`config.mk`:
```
export PLATFORM = sky130hd
export DESIGN_NAME = regfile_wb_arbiter
export DESIGN_NICKNAME = d
export VERILOG_FILES = /design/src/rtl/rv32i_pkg.sv /design/src/rtl/regfile_wb_arbiter_rr_arb2.sv /design/src/rtl/regfile_wb_arbiter.sv
export SDC_FILE = /design/constraint.sdc
export NUM_CORES = 1
export LEC_CHECK = 0
export ABC_AREA = 0
export BUFFER_PORTS_ARGS = -buffer_cell sky130_fd_sc_hd__buf_2
export CAP_MARGIN = 20
export CORE_UTILIZATION = 38
export DETAILED_ROUTE_END_ITERATION = 10
export GPL_TIMING_DRIVEN = 1
export HOLD_SLACK_MARGIN = 0.1
export PLACE_DENSITY = 0.67
export SLEW_MARGIN = 5
export SYNTH_ARGS = -nofsm -noshare
export SYNTH_HDL_FRONTEND = slang
export SYNTH_SLANG_ARGS = --single-unit
```
`constraint.sdc`:
```
create_clock -name clk -period 3.3 [get_ports clk]
set_input_delay 0.165 -clock clk [delete_from_list [all_inputs] [get_ports clk]]
set_output_delay 0.165 -clock clk [all_outputs]
set_load 0.01 [all_outputs]
```
`src/rtl/rv32i_pkg.sv`:
```
// Shared writeback types: register/data widths, round-robin state and request record.
package rv32i_pkg;
   localparam int XLEN       = 32;
   localparam int REG_ADDR_W = 5;

   typedef enum logic {LAST_ALU = 1'b0, LAST_LSU = 1'b1} wb_rr_e;

   typedef struct packed {
      logic [REG_ADDR_W-1:0] rd;
      logic [XLEN-1:0]       data;
   } wb_req_t;
endpackage

```
`src/rtl/regfile_wb_arbiter_rr_arb2.sv`:
```
// Two-way round-robin grant between ALU (req[0]) and LSU (req[1]) with its history flop.
//  state    | meaning
//  LAST_ALU | ALU won the most recent grant; LSU has priority next
//  LAST_LSU | LSU won the most recent grant (reset); ALU has priority next
module rr_arb2 (
   input  logic       clk,
   input  logic       rst,
   input  logic [1:0] i_req,
   output logic [1:0] o_gnt
);
   import rv32i_pkg::*;

   wb_rr_e r_state;
   wb_rr_e w_state_nxt;

   always_ff @(posedge clk or posedge rst) begin
      if (rst) r_state <= LAST_LSU;
      else     r_state <= w_state_nxt;
   end

   // Grants are suppressed during reset so no requester sees a false ack.
   always_comb begin
      w_state_nxt = r_state;
      o_gnt       = 2'b00;
      if (!rst) begin
         case (r_state)
            LAST_ALU: begin
               if (i_req[1]) begin
                  o_gnt       = 2'b10;
                  w_state_nxt = LAST_LSU;
               end else if (i_req[0]) begin
                  o_gnt       = 2'b01;
                  w_state_nxt = LAST_ALU;
               end
            end
            default: begin
               if (i_req[0]) begin
                  o_gnt       = 2'b01;
                  w_state_nxt = LAST_ALU;
               end else if (i_req[1]) begin
                  o_gnt       = 2'b10;
                  w_state_nxt = LAST_LSU;
               end
            end
         endcase
      end
   end
endmodule

```
`src/rtl/regfile_wb_arbiter.sv`:
```
// Shares the register-file write port between ALU and LSU writebacks, one registered write per cycle.
// Define RF_BYPASS_EN to add combinational write-to-read forwarding of the staged write.
module regfile_wb_arbiter #(
   parameter int XLEN       = rv32i_pkg::XLEN,
   parameter int REG_ADDR_W = rv32i_pkg::REG_ADDR_W,
   parameter int CNT_W      = 16
) (
   input  logic                  clk,
   input  logic                  rst,
   input  logic                  alu_valid,
   input  logic [REG_ADDR_W-1:0] alu_rd,
   input  logic [XLEN-1:0]       alu_data,
   output logic                  alu_ready,
   input  logic                  lsu_valid,
   input  logic [REG_ADDR_W-1:0] lsu_rd,
   input  logic [XLEN-1:0]       lsu_data,
   output logic                  lsu_ready,
   output logic                  wrt_en,
   output logic [REG_ADDR_W-1:0] oprd,
   output logic [XLEN-1:0]       wrt_data,
   output logic [CNT_W-1:0]      conflicts
`ifdef RF_BYPASS_EN
   ,
   input  logic [REG_ADDR_W-1:0] oprs1,
   input  logic [REG_ADDR_W-1:0] oprs2,
   input  logic [XLEN-1:0]       rf_rs1,
   input  logic [XLEN-1:0]       rf_rs2,
   output logic [XLEN-1:0]       rs1,
   output logic [XLEN-1:0]       rs2
`endif
);
   import rv32i_pkg::*;

   logic [1:0]            w_gnt;
   wb_req_t               w_sel;
   logic                  r_wrt_en;
   logic [REG_ADDR_W-1:0] r_oprd;
   logic [XLEN-1:0]       r_wrt_data;
   logic [CNT_W-1:0]      r_conflicts;

   rr_arb2 u_arb (
      .clk   (clk),
      .rst   (rst),
      .i_req ({lsu_valid, alu_valid}),
      .o_gnt (w_gnt)
   );

   assign alu_ready = w_gnt[0];
   assign lsu_ready = w_gnt[1];
   assign w_sel     = w_gnt[1] ? '{rd: lsu_rd, data: lsu_data} : '{rd: alu_rd, data: alu_data};

   // x0 grants still capture rd/data but never raise the write enable.
   always_ff @(posedge clk or posedge rst) begin
      if (rst) begin
         r_wrt_en   <= 1'b0;
         r_oprd     <= '0;
         r_wrt_data <= '0;
      end else if (|w_gnt) begin
         r_wrt_en   <= (w_sel.rd != '0);
         r_oprd     <= w_sel.rd;
         r_wrt_data <= w_sel.data;
      end else begin
         r_wrt_en   <= 1'b0;
      end
   end

   always_ff @(posedge clk or posedge rst) begin
      if (rst)                                         r_conflicts <= '0;
      else if (alu_valid && lsu_valid && ~&r_conflicts) r_conflicts <= r_conflicts + 1'b1;
   end

   assign wrt_en    = r_wrt_en;
   assign oprd      = r_oprd;
   assign wrt_data  = r_wrt_data;
   assign conflicts = r_conflicts;

`ifdef RF_BYPASS_EN
   assign rs1 = (r_wrt_en && r_oprd == oprs1 && r_oprd != '0) ? r_wrt_data : rf_rs1;
   assign rs2 = (r_wrt_en && r_oprd == oprs2 && r_oprd != '0) ? r_wrt_data : rf_rs2;
`endif
endmodule

```
==> run metrics, run 1 <==
outcome=finished clean; worst slew pin tran=0.6366 ns; post-CTS setup buffer count=0; Layout area overhead=31.81%; first-pass GRT wire length=10050 um; Iter 0 DRT Violations=71; critical path capture point type=register; Worst slew margin=57.56%; final global-route overflow total=0; Syn Std Cell Area=2635 sq um; final hold slack=0.1205 ns; Hold Crit Class=in2reg; final period utilization=59.38%; PortBufs=133; drc violations=0; count of pins over their slew limit=0; unrepaired setup endpoints after global routing=no; site row count=29; I/O pin cnt=134; CTS Buf Count=5; Final Wtd Congestion=0.7997; Die ar.=7271 sq um; worst-skew pair later-pin latency=0.31 ns; Final HPWL DP=4699 um; via count=2292; Crit Path Category=in2reg; CTS tree=built; worst-case clock skew=0.008034 ns; starting density of the core=40.34%; drt total wl=6214 um; Post-Synthesis Cells=255; clk root buf=clkbuf_8; layout cells sized above 1=40.57%; drt via density=4.940; die width=85.27 um; Data arrival, critical path=2.17 ns; max capacitance violation total=0; height of the die=85.27 um; Fin. Hold Viols=0; Final min period=1.960 ns; Leak=1.965 nW; Mapped Avg Cell Area=10.33 sq um; crit-path max FO=24; drt pass-1 iters=4; Max IR drop VDD=0.1998 mV; ant diodes=0; Final ANT Viol Nets=0; synthesized net count=334; Fin Setup TNS=0 ns; pin count of the biggest net entering global routing=76; routed length per instance=13.39 um; Fmax=510.3 MHz; Ys Warns=0; Synth cell types=31; Clock transition at path regs=0.10 ns; Pwr Density=463.4 nW/um^2; fin nets=465; number of global-route vias before repair=2170; GRT Overall Usage=17.50%; Yosys reg bits=55; final-report setup violation count=0; post-synthesis sequential area ratio=52.28%; initial antenna violation count=0; CTS H-Tree Depth=2; WP data required=3.51 ns; FILL cells=622; Setup crit start kind=primary input; core area=6531 sq um; clock sinks=55; Clock Tree Buf Depth=2
flip-flops by register name, indices dropped and copies added (netlist names):
register       count
wrt_data          32
wrt_en             1
oprd               5
conflicts         16
u_arb.r_state      1
cell usage in the layout (no fill, tap or decap), types with 4 or more instances in the layout:
cell type / Yosys / layout
a21oi_1: 4 / 4
o21ai_0: 36 / 36
nand4_1: 4 / 4
nor3_1: 4 / 4
nand2_1: 46 / 46
xor2_1: 8 / 8
inv_1: 6 / 5
dfrtp_1: 54 / 54
clkbuf_8: 0 / 5
mux2i_1: 39 / 39
buf_2: 4 / 133
nand3_1: 5 / 5
nor2_1: 10 / 10
stage by stage:
stage / instance area, sq um / power (mW) / worst slack [ns] / cells / utilization [%]
final: 3473 / 1.610 / 1.340 / 464 / 53.18
after global routing: 3473 / 1.717 / 1.160 / 464 / 53.18
after floorplan: 2635 / 1.070 / 0.9883 / 255 / -
after detailed placement: 3378 / 1.264 / 1.347 / 455 / 51.72
after global placement: 3378 / 1.251 / 1.383 / 455 / 51.72
after CTS: 3473 / 1.635 / 1.331 / 464 / 53.18
report_power, final:
group          switching [mW]  internal, mW
registers              0.0792         0.773
clock network           0.214         0.149
logic                   0.208         0.186
total                   0.501          1.11
final cells by class:
cell class	instances	area (sq um)	share of cell area, %
Sequential cell	55	1378	39.66
Multi-Input combinational cell	181	1194	34.37
Timing Repair Buffer	137	698.2	20.10
Tap cell	77	96.34	2.774
Clock buffer	6	72.57	2.089
Inverter	6	22.52	0.6484
Clock inverter	2	12.51	0.3602
what timing repair did:
| item | 4_1_cts | 5_1_grt |
|---|---|---|
| gates resized for setup | 0 | 0 |
| endpoints found under the hold margin | 18 | 0 |
| hold buffers | 1 | 0 |
cells in the mapped netlist:
master | number | share of area, %
nand3b_1 | 1 | 0.29
ha_1 | 1 | 0.47
nor2_2 | 1 | 0.24
dfrtp_1 | 54 | 51
buf_2 | 4 | 0.76
xor2_1 | 8 | 2.7
nand3_1 | 5 | 0.95
or4_1 | 1 | 0.29
nor4_2 | 3 | 1.4
a21oi_1 | 4 | 0.76
o21ai_1 | 4 | 0.76
o21ai_0 | 36 | 6.8
inv_1 | 6 | 0.85
and4_1 | 1 | 0.33
mux2_4 | 1 | 0.57
nor3_2 | 3 | 1.1
dfstp_2 | 1 | 1.0
a21o_1 | 1 | 0.29
nor2_1 | 10 | 1.4
nand2b_1 | 1 | 0.24
nand4_1 | 4 | 0.95
a41oi_1 | 1 | 0.33
nand2_1 | 46 | 6.6
nand4_4 | 1 | 0.81
xnor2_1 | 1 | 0.33
mux2i_1 | 39 | 15
nor3_1 | 4 | 0.76
clkbuf_1 | 9 | 1.3
a311oi_1 | 1 | 0.33
or3b_4 | 1 | 0.43
mux2_1 | 2 | 0.85
cells by family (layout without fill, tap and decap cells):
| group | Yosys count | count (layout) | synth area share [%] |
|---|---|---|---|
| AOI/OAI and AO/OA | 47 | 47 | 9.307 |
| muxes | 42 | 42 | 16.24 |
| adders and majority gates | 1 | 1 | 0.4748 |
| and+or+nand+nor | 82 | 82 | 15.81 |
| buffers and inverters | 19 | 151 | 2.896 |
| xor gates and xnor gates | 9 | 9 | 2.992 |
| DFF | 55 | 55 | 52.28 |
path summary, 6_finish.rpt:
kind	startpoint	cells after the start	slack [ns]	end
worst min-delay path	lsu_data[31]	3	0.12	wrt_data[31]
max in group asynchronous	rst	4	2.01	u_arb.r_state
worst max-delay path	rst	7	1.34	wrt_en
worst max register to register	u_arb.r_state	4	1.36	wrt_en
worst min register to register	wrt_data[5]	2	0.48	wrt_data[5]
min in group asynchronous	rst	3	0.42	conflicts[14]
critical path, stage by stage:
cell and delay, ns:
dlygate4sd3_1 0.53, buf_2 0.11, nand2b_1 0.11, a21o_2 0.41
buf_4 0.45, nor3_1 0.09, a311oi_1 0.28
routing by layer:
| metal | up-vias | global-route usage (%) | routed length, um |
|---|---|---|---|
| li1 | 1140 | - | - |
| met1 | 1044 | 21.42 | 2616 |
| met2 | 100 | 29.77 | 3021 |
| met3 | 8 | 5.837 | 506 |
| met4 | 0 | 4.545 | 68 |
| met5 | - | 0 | 0 |
Power figures use the tool's default switching activity.
==> inputs of run 2 (changes only) <==
Clock period 3.3 ns to 2 ns, I/O delays scaled along.
==> run 2 against run 1 <==
Effect of this change:
- utilization is 8.3 points higher
- clock skew is 0.00076 ns higher
- sequential power is 64% higher
- register-to-register slack worse by 1.2 ns
- via count is 10% higher
- clock power is 65% higher
- critical path type unchanged
==> run metrics, run 2 (synthesis results as in run 1) <==
PortBufs=133 (unchanged); post-CTS setup buffer count=0 (unchanged); Pwr Density=685.7 nW/um^2 (+48%); height of the die=85.27 um (unchanged); FILL cells=568 (-8.7%); via count=2526 (+10%); crit-path max FO=6 (-75%); drt pass-1 iters=4 (unchanged); max capacitance violation total=0 (unchanged); site row count=29 (unchanged); Final ANT Viol Nets=0 (unchanged); number of hold buffers added after CTS=52 (+51); Final Util=61.48% (+8.3 points); Die ar.=7271 sq um (unchanged); Multi-input gate area=1194 sq um (unchanged); Clock Tree Buf Depth=2 (unchanged); CTS tree=built; Crit Path Category=in2reg; cell mode on critical path=dlygate4sd3_1; drc violations=0 (unchanged); worst-skew pair later-pin latency=0.31 ns (about the same); post-CTS resize count=0 (unchanged); die width=85.27 um (unchanged); Clock transition at path regs=0.09 ns (about the same); layout cells sized above 1=36.14% (-4.4 points); CP peak stage delay=0.56 ns (+0.03 ns); Setup crit start kind=primary input; Fin. Hold Viols=0 (unchanged); count of pins over their slew limit=0 (unchanged); flip-flop count of the largest register after layout=32 (unchanged); Worst slew margin=67.52% (+10 points); GRT Overall Usage=21.18% (+3.7 points); CTS Buf Count=5 (unchanged); setup slack after layout=0.1503 ns (-1.190 ns); CTS H-Tree Depth=2 (unchanged); routed length per instance=13.96 um (+4.3%); Fmax=540.6 MHz; critical path capture point type=register; Iter 0 DRT Violations=53 (-25%); Critical-path top delay cell=dlygate4sd3_1; worst slew pin tran=0.4872 ns (-0.1494 ns); clock sinks=55 (unchanged); drt via density=4.886 (-1.1%); worst-case clock skew=0.008792 ns (+0.0007578 ns); Final min period=1.850 ns; core area=6531 sq um (unchanged); ant diodes=0 (unchanged); number of global-route vias before repair=2652 (+22%); WP data required=2.17 ns (-1.34 ns); outcome=finished clean; fin nets=518 (+11%); Layout area overhead=52.37%; Data arrival, critical path=2.02 ns (-0.15 ns); pin count of the biggest net entering global routing=52 (-32%); Leak=2.189 nW (+11%); WP buf/inv=3 (unchanged); Hold Crit Class=in2reg; final period utilization=92.48%; commonest cells after routing, fill and taps aside=buf_2 (133), dfrtp_1 (54), dlygate4sd3_1 (52), nand2_1 (46), mux2i_1 (39); area occupied by registers=1378 sq um (unchanged); Final Wtd Congestion=0.8279 (+3.5%); Fin Setup TNS=0 ns (unchanged); dpl ws=0.2323 ns (-1.114 ns); final-report setup violation count=0 (unchanged); Max IR drop VDD=0.3336 mV (+67%); clk root buf=clkbuf_8; final global-route overflow total=0 (unchanged); starting density of the core=40.34% (unchanged); I/O pin cnt=134 (unchanged); initial antenna violation count=0 (unchanged); unrepaired setup endpoints after global routing=no; first-pass GRT wire length=12070 um (+20%); critical path's top delay family=buffers and inverters; Final HPWL DP=4737 um (+0.81%); worst path cell trace=dlygate4sd3_1, buf_2, nand2b_1, a21o_2, mux2i_1, dlygate4sd3_1, o21ai_0; drt total wl=7219 um (+16%); commonest non-fill, non-tap cell in the layout=buf_2
run 2: cell count changes in the layout (fill, tap and decap cells not counted):
cell / before / now
buf_12: 0 / 1
inv_2: 1 / 0
buf_4: 3 / 4
dlygate4sd3_1: 1 / 52
clkinvlp_4: 1 / 2
run 2: final timing paths:
check	startpoint	slack, ns	depth (start not counted)	to
hold reg to reg	wrt_data[21]	0.48	2	wrt_data[21]
setup / recovery	rst	0.15	7	wrt_data[29]
hold / removal	alu_data[13]	0.08	3	wrt_data[13]
max in group asynchronous	rst	1.10	4	u_arb.r_state
setup reg to reg	conflicts[0]	0.19	5	conflicts[1]
min in group asynchronous	rst	0.43	4	conflicts[14]
run 2: area by class of cell:
cell class                      count  share of cell area (%)
Sequential cell                    55                   34.31
Timing Repair Buffer              190                   30.79
Multi-Input combinational cell    181                   29.73
Tap cell                           77                   2.400
Clock buffer                        6                   1.807
Inverter                            6                  0.6544
Clock inverter                      2                  0.3116
run 2: worst min-delay path: stages:
cell     delay [ns]
buf_2          0.08
mux2i_1        0.05
o21ai_0        0.13
run 2: per-layer routing:
layer	vias to the layer above	part of all wire (%)	global-route usage, %
met2	113	47	36.14
met1	1145	42	24.89
li1	1249	-	-
met5	-	0	0
met4	0	3.0	8.182
met3	19	8.2	6.809
run 2: power by group:
group / switching [mW] / internal [mW]
Sequential: 0.122 / 1.28
Clock: 0.352 / 0.246
Combinational: 0.374 / 0.383
Total: 0.848 / 1.90
run 2: per-stage QoR:
| stage | area, sq um | total power, mW | hold WS, ns | std cells |
|---|---|---|---|---|
| 6_report | 4015 | 2.753 | 0.08254 | 517 |
| 5_1_grt | 4015 | 2.925 | 0.1134 | 517 |
| 4_1_cts | 4015 | 2.775 | 0.1002 | 517 |
| 3_5_place_dp | 3410 | 2.097 | 0.2111 | 457 |
| 3_3_place_gp | 3410 | 2.073 | 0.2053 | 457 |
| 2_1_floorplan | 2643 | 1.767 | 0.1859 | 255 |
==> inputs of run 3 (changes only) <==
Settings changed: ABC_AREA 0 to 1, PLACE_DENSITY 0.67 to 0.66.
==> run 3 against run 2 <==
Effect of this change:
- power grew 12%
- clock power rose by 44%
- via count increased by 29%
- synthesized area increased by 7.1%
- sequential cell count did not move
- critical path type is now in2out
- largest cell class is now buffers
==> run metrics, run 3 <==
outcome=finished clean; Fmax=559.0 MHz (+3.4%); worst-case clock skew=0.004803 ns (-0.003989 ns); final hold slack=0.09604 ns (+0.01350 ns); WP data required=1.90 ns (-0.27 ns); CTS tree=built; Syn Std Cell Area=2823 sq um (+7.1%); Switching Share=29.78% (-1.0 points); R2R setup slack=0.28 ns (+0.09 ns); first-pass GRT wire length=14540 um (+20%); crit path to=lsu_ready; Mapped Avg Cell Area=7.467 sq um (-28%); Clock transition at path regs=0.10 ns (about the same); Post-Synthesis Cells=378 (+48%); synthesized net count=457 (+37%); die width=88.19 um (+3.4%); synth top area cells=dfrtp_1 (48%), nand2_1 (16%), o21ai_0 (6.7%); number of synthesized flops with an enable pin=0 (unchanged); fin nets=655 (+26%); Setup crit start kind=primary input; via count=3270 (+29%); commonest non-fill, non-tap cell in the layout=buf_2; Final ANT Viol Nets=0 (unchanged); Post-DP Area=3664 sq um (+7.4%); Data arrival, critical path=1.69 ns (-0.33 ns); height of the die=88.19 um (+3.4%); post-synthesis sequential area ratio=48.80% (-3.5 points); CTS Buf Count=5 (unchanged); Hold Crit Class=in2reg; crit-path max FO=22 (+16); Yosys reg bits=55 (unchanged); Final min period=1.789 ns (-0.06079 ns); share of power burned in registers=45.4% (-5.4 points); Iter 0 DRT Violations=158 (+200%); area leader, netlist=dfrtp_1; top post-synthesis cells by count=nand2_1 (121), dfrtp_1 (54), nor2_1 (48), o21ai_0 (38), a21oi_1 (33); placed insts=610 (+33%); Synth cell types=25 (-19%); ant diodes=0 (unchanged); routed length per instance=13.45 um (-3.7%); CTS H-Tree Depth=2 (unchanged); flip-flop count of the largest register after layout=32 (unchanged); Worst R2R Path Depth=8 (+3); GRT Overall Usage=23.98% (+2.8 points); clock sinks=55 (unchanged); Psw=0.9160 mW (+8.0%); critical path capture point type=output port; Pwr Density=701.4 nW/um^2 (+2.3%); worst slew pin tran=0.6599 ns (+0.1727 ns); unrepaired setup endpoints after global routing=no; Ys Warns=0 (unchanged); r2r startpoint=u_arb.r_state; Layout area overhead=55.36%; Max IR drop VDD=0.3192 mV (-4.3%); count of pins over their slew limit=0 (unchanged); Worst slew margin=56.01% (-12 points); core area=7214 sq um (+10%); Comb pwr share=26.6% (-0.9 points); Internal=2.160 mW (+13%); Cell Count, Final, Fillers Out=676 (+31%); Yosys top cell area share=47.87% (-3.4 points); Final HPWL DP=5523 um (+17%); Final Wtd Congestion=0.8510 (+2.8%); worst-skew pair later-pin latency=0.30 ns (about the same); count leader, synth=nand2_1; final global-route overflow total=0 (unchanged); layout cells sized above 1=29.12% (-7.0 points); ys async rst share=100.0% (unchanged); CP Launch Point=rst; I/O pin cnt=134 (unchanged); Die ar.=7777 sq um (+7.0%); drc violations=0 (unchanged); starting density of the core=39.13% (-1.2 points); number of global-route vias before repair=3178 (+20%); drt pass-1 iters=4 (unchanged); final-report setup violation count=0 (unchanged); Top FF cell, synth=dfrtp_1; drt total wl=9094 um (+26%); commonest cells after routing, fill and taps aside=buf_2 (133), nand2_1 (121), dlygate4sd3_1 (57), dfrtp_1 (54), nor2_1 (48); clock power share=28.0% (+6.3 points); pin count of the biggest net entering global routing=52 (unchanged); Fin. Hold Viols=0 (unchanged); drt via density=4.837 (-0.99%); Fin Setup TNS=0 ns (unchanged); Clock Tree Buf Depth=2 (unchanged); final period utilization=89.44% (-3.0 points); site row count=31 (+6.9%); max capacitance violation total=0 (unchanged); Crit Path Category=in2out; PortBufs=133 (unchanged); clk root buf=clkbuf_8; initial antenna violation count=0 (unchanged); Leak=2.269 nW (+3.6%); post-route design area=4385 sq um (+9.2%); FF-to-FF End=wrt_en
run 3: cell types whose count changed in the layout (fill, tap and decap cells not counted), sizes merged, moves of 6 or more:
cell | previous run | this run
nand2 | 46 | 123
nor2 | 11 | 52
mux2i | 39 | 0
a21oi | 4 | 33
inv | 5 | 24
buf | 138 | 150
nor3 | 7 | 0
xor2 | 8 | 1
nand3 | 5 | 11
run 3: power groups by stage:
stage,Combinational (mW),Sequential (mW),Clock (mW)
after floorplan,0.295,1.49,0
after global placement,0.702,1.41,0
after detailed placement,0.718,1.41,0
after CTS,0.799,1.40,0.878
after global routing,0.905,1.42,0.922
final,0.818,1.40,0.860
run 3: final cells by class:
cell class | instances | area (sq um)
Clock inverter | 2 | 60.06
Inverter | 27 | 108.9
Timing Repair Buffer | 207 | 1380
Tap cell | 99 | 123.9
Clock buffer | 6 | 72.57
Sequential cell | 55 | 1378
Multi-Input combinational cell | 280 | 1262
Fill cell | 647 | 2829
run 3: critical path: stages:
cell and delay (ns):
dlygate4sd3_1 0.54, buf_2 0.16, clkinvlp_4 0.16, nand3_1 0.22, clkinvlp_4 0.18, buf_12 0.18, buf_2 0.14
run 3: worst min path at each step:
| stage | startpoint | endpoint | slack (ns) | depth (start not counted) |
|---|---|---|---|---|
| global placement | rst | wrt_en | 0.03 | 2 |
| floorplan | rst | conflicts[0] | 0.18 | 1 |
| finish | lsu_data[23] | wrt_data[23] | 0.1 | 3 |
| detailed placement | rst | wrt_en | 0.03 | 2 |
| CTS | lsu_data[23] | wrt_data[23] | 0.10 | 3 |
| global route | lsu_data[21] | wrt_data[21] | 0.12 | 3 |
run 3: timing repair:
| action | in CTS | in global routing |
|---|---|---|
| setup buffers | 0 | 1 |
| setup endpoints to repair | 0 | 13 |
| hold endpoints to repair | 34 | 0 |
| resized for setup | 0 | 3 |
| hold buffers | 57 | 0 |
run 3: cell families (layout without fill, tap and decap cells):
kind of cell / Yosys count / count (layout) / synth area share, %
and+or+nand+nor: 193 / 193 / 27.93
AOI/OAI and AO/OA: 79 / 79 / 14.05
adders and majority gates: 1 / 1 / 0.4432
buffers and inverters: 43 / 242 / 6.604
xor gates and xnor gates: 7 / 7 / 2.172
DFF: 55 / 55 / 48.80
run 3: metrics by stage:
step / worst slack (ns) / power [mW] / util [%]
floorplan: 0.1096 / 1.782 / -
global placement: 0.1803 / 2.111 / 50.78
detailed placement: 0.08248 / 2.129 / 50.78
CTS: 0.05755 / 3.073 / 60.53
global route: 0.07828 / 3.249 / 60.79
finish: 0.2111 / 3.076 / 60.79
run 3: layer usage:
metal	global-route usage (%)	wire (um)
met4	6.745	156
met3	6.032	638
met1	30.53	3795
met2	40.42	4503
met5	0	0
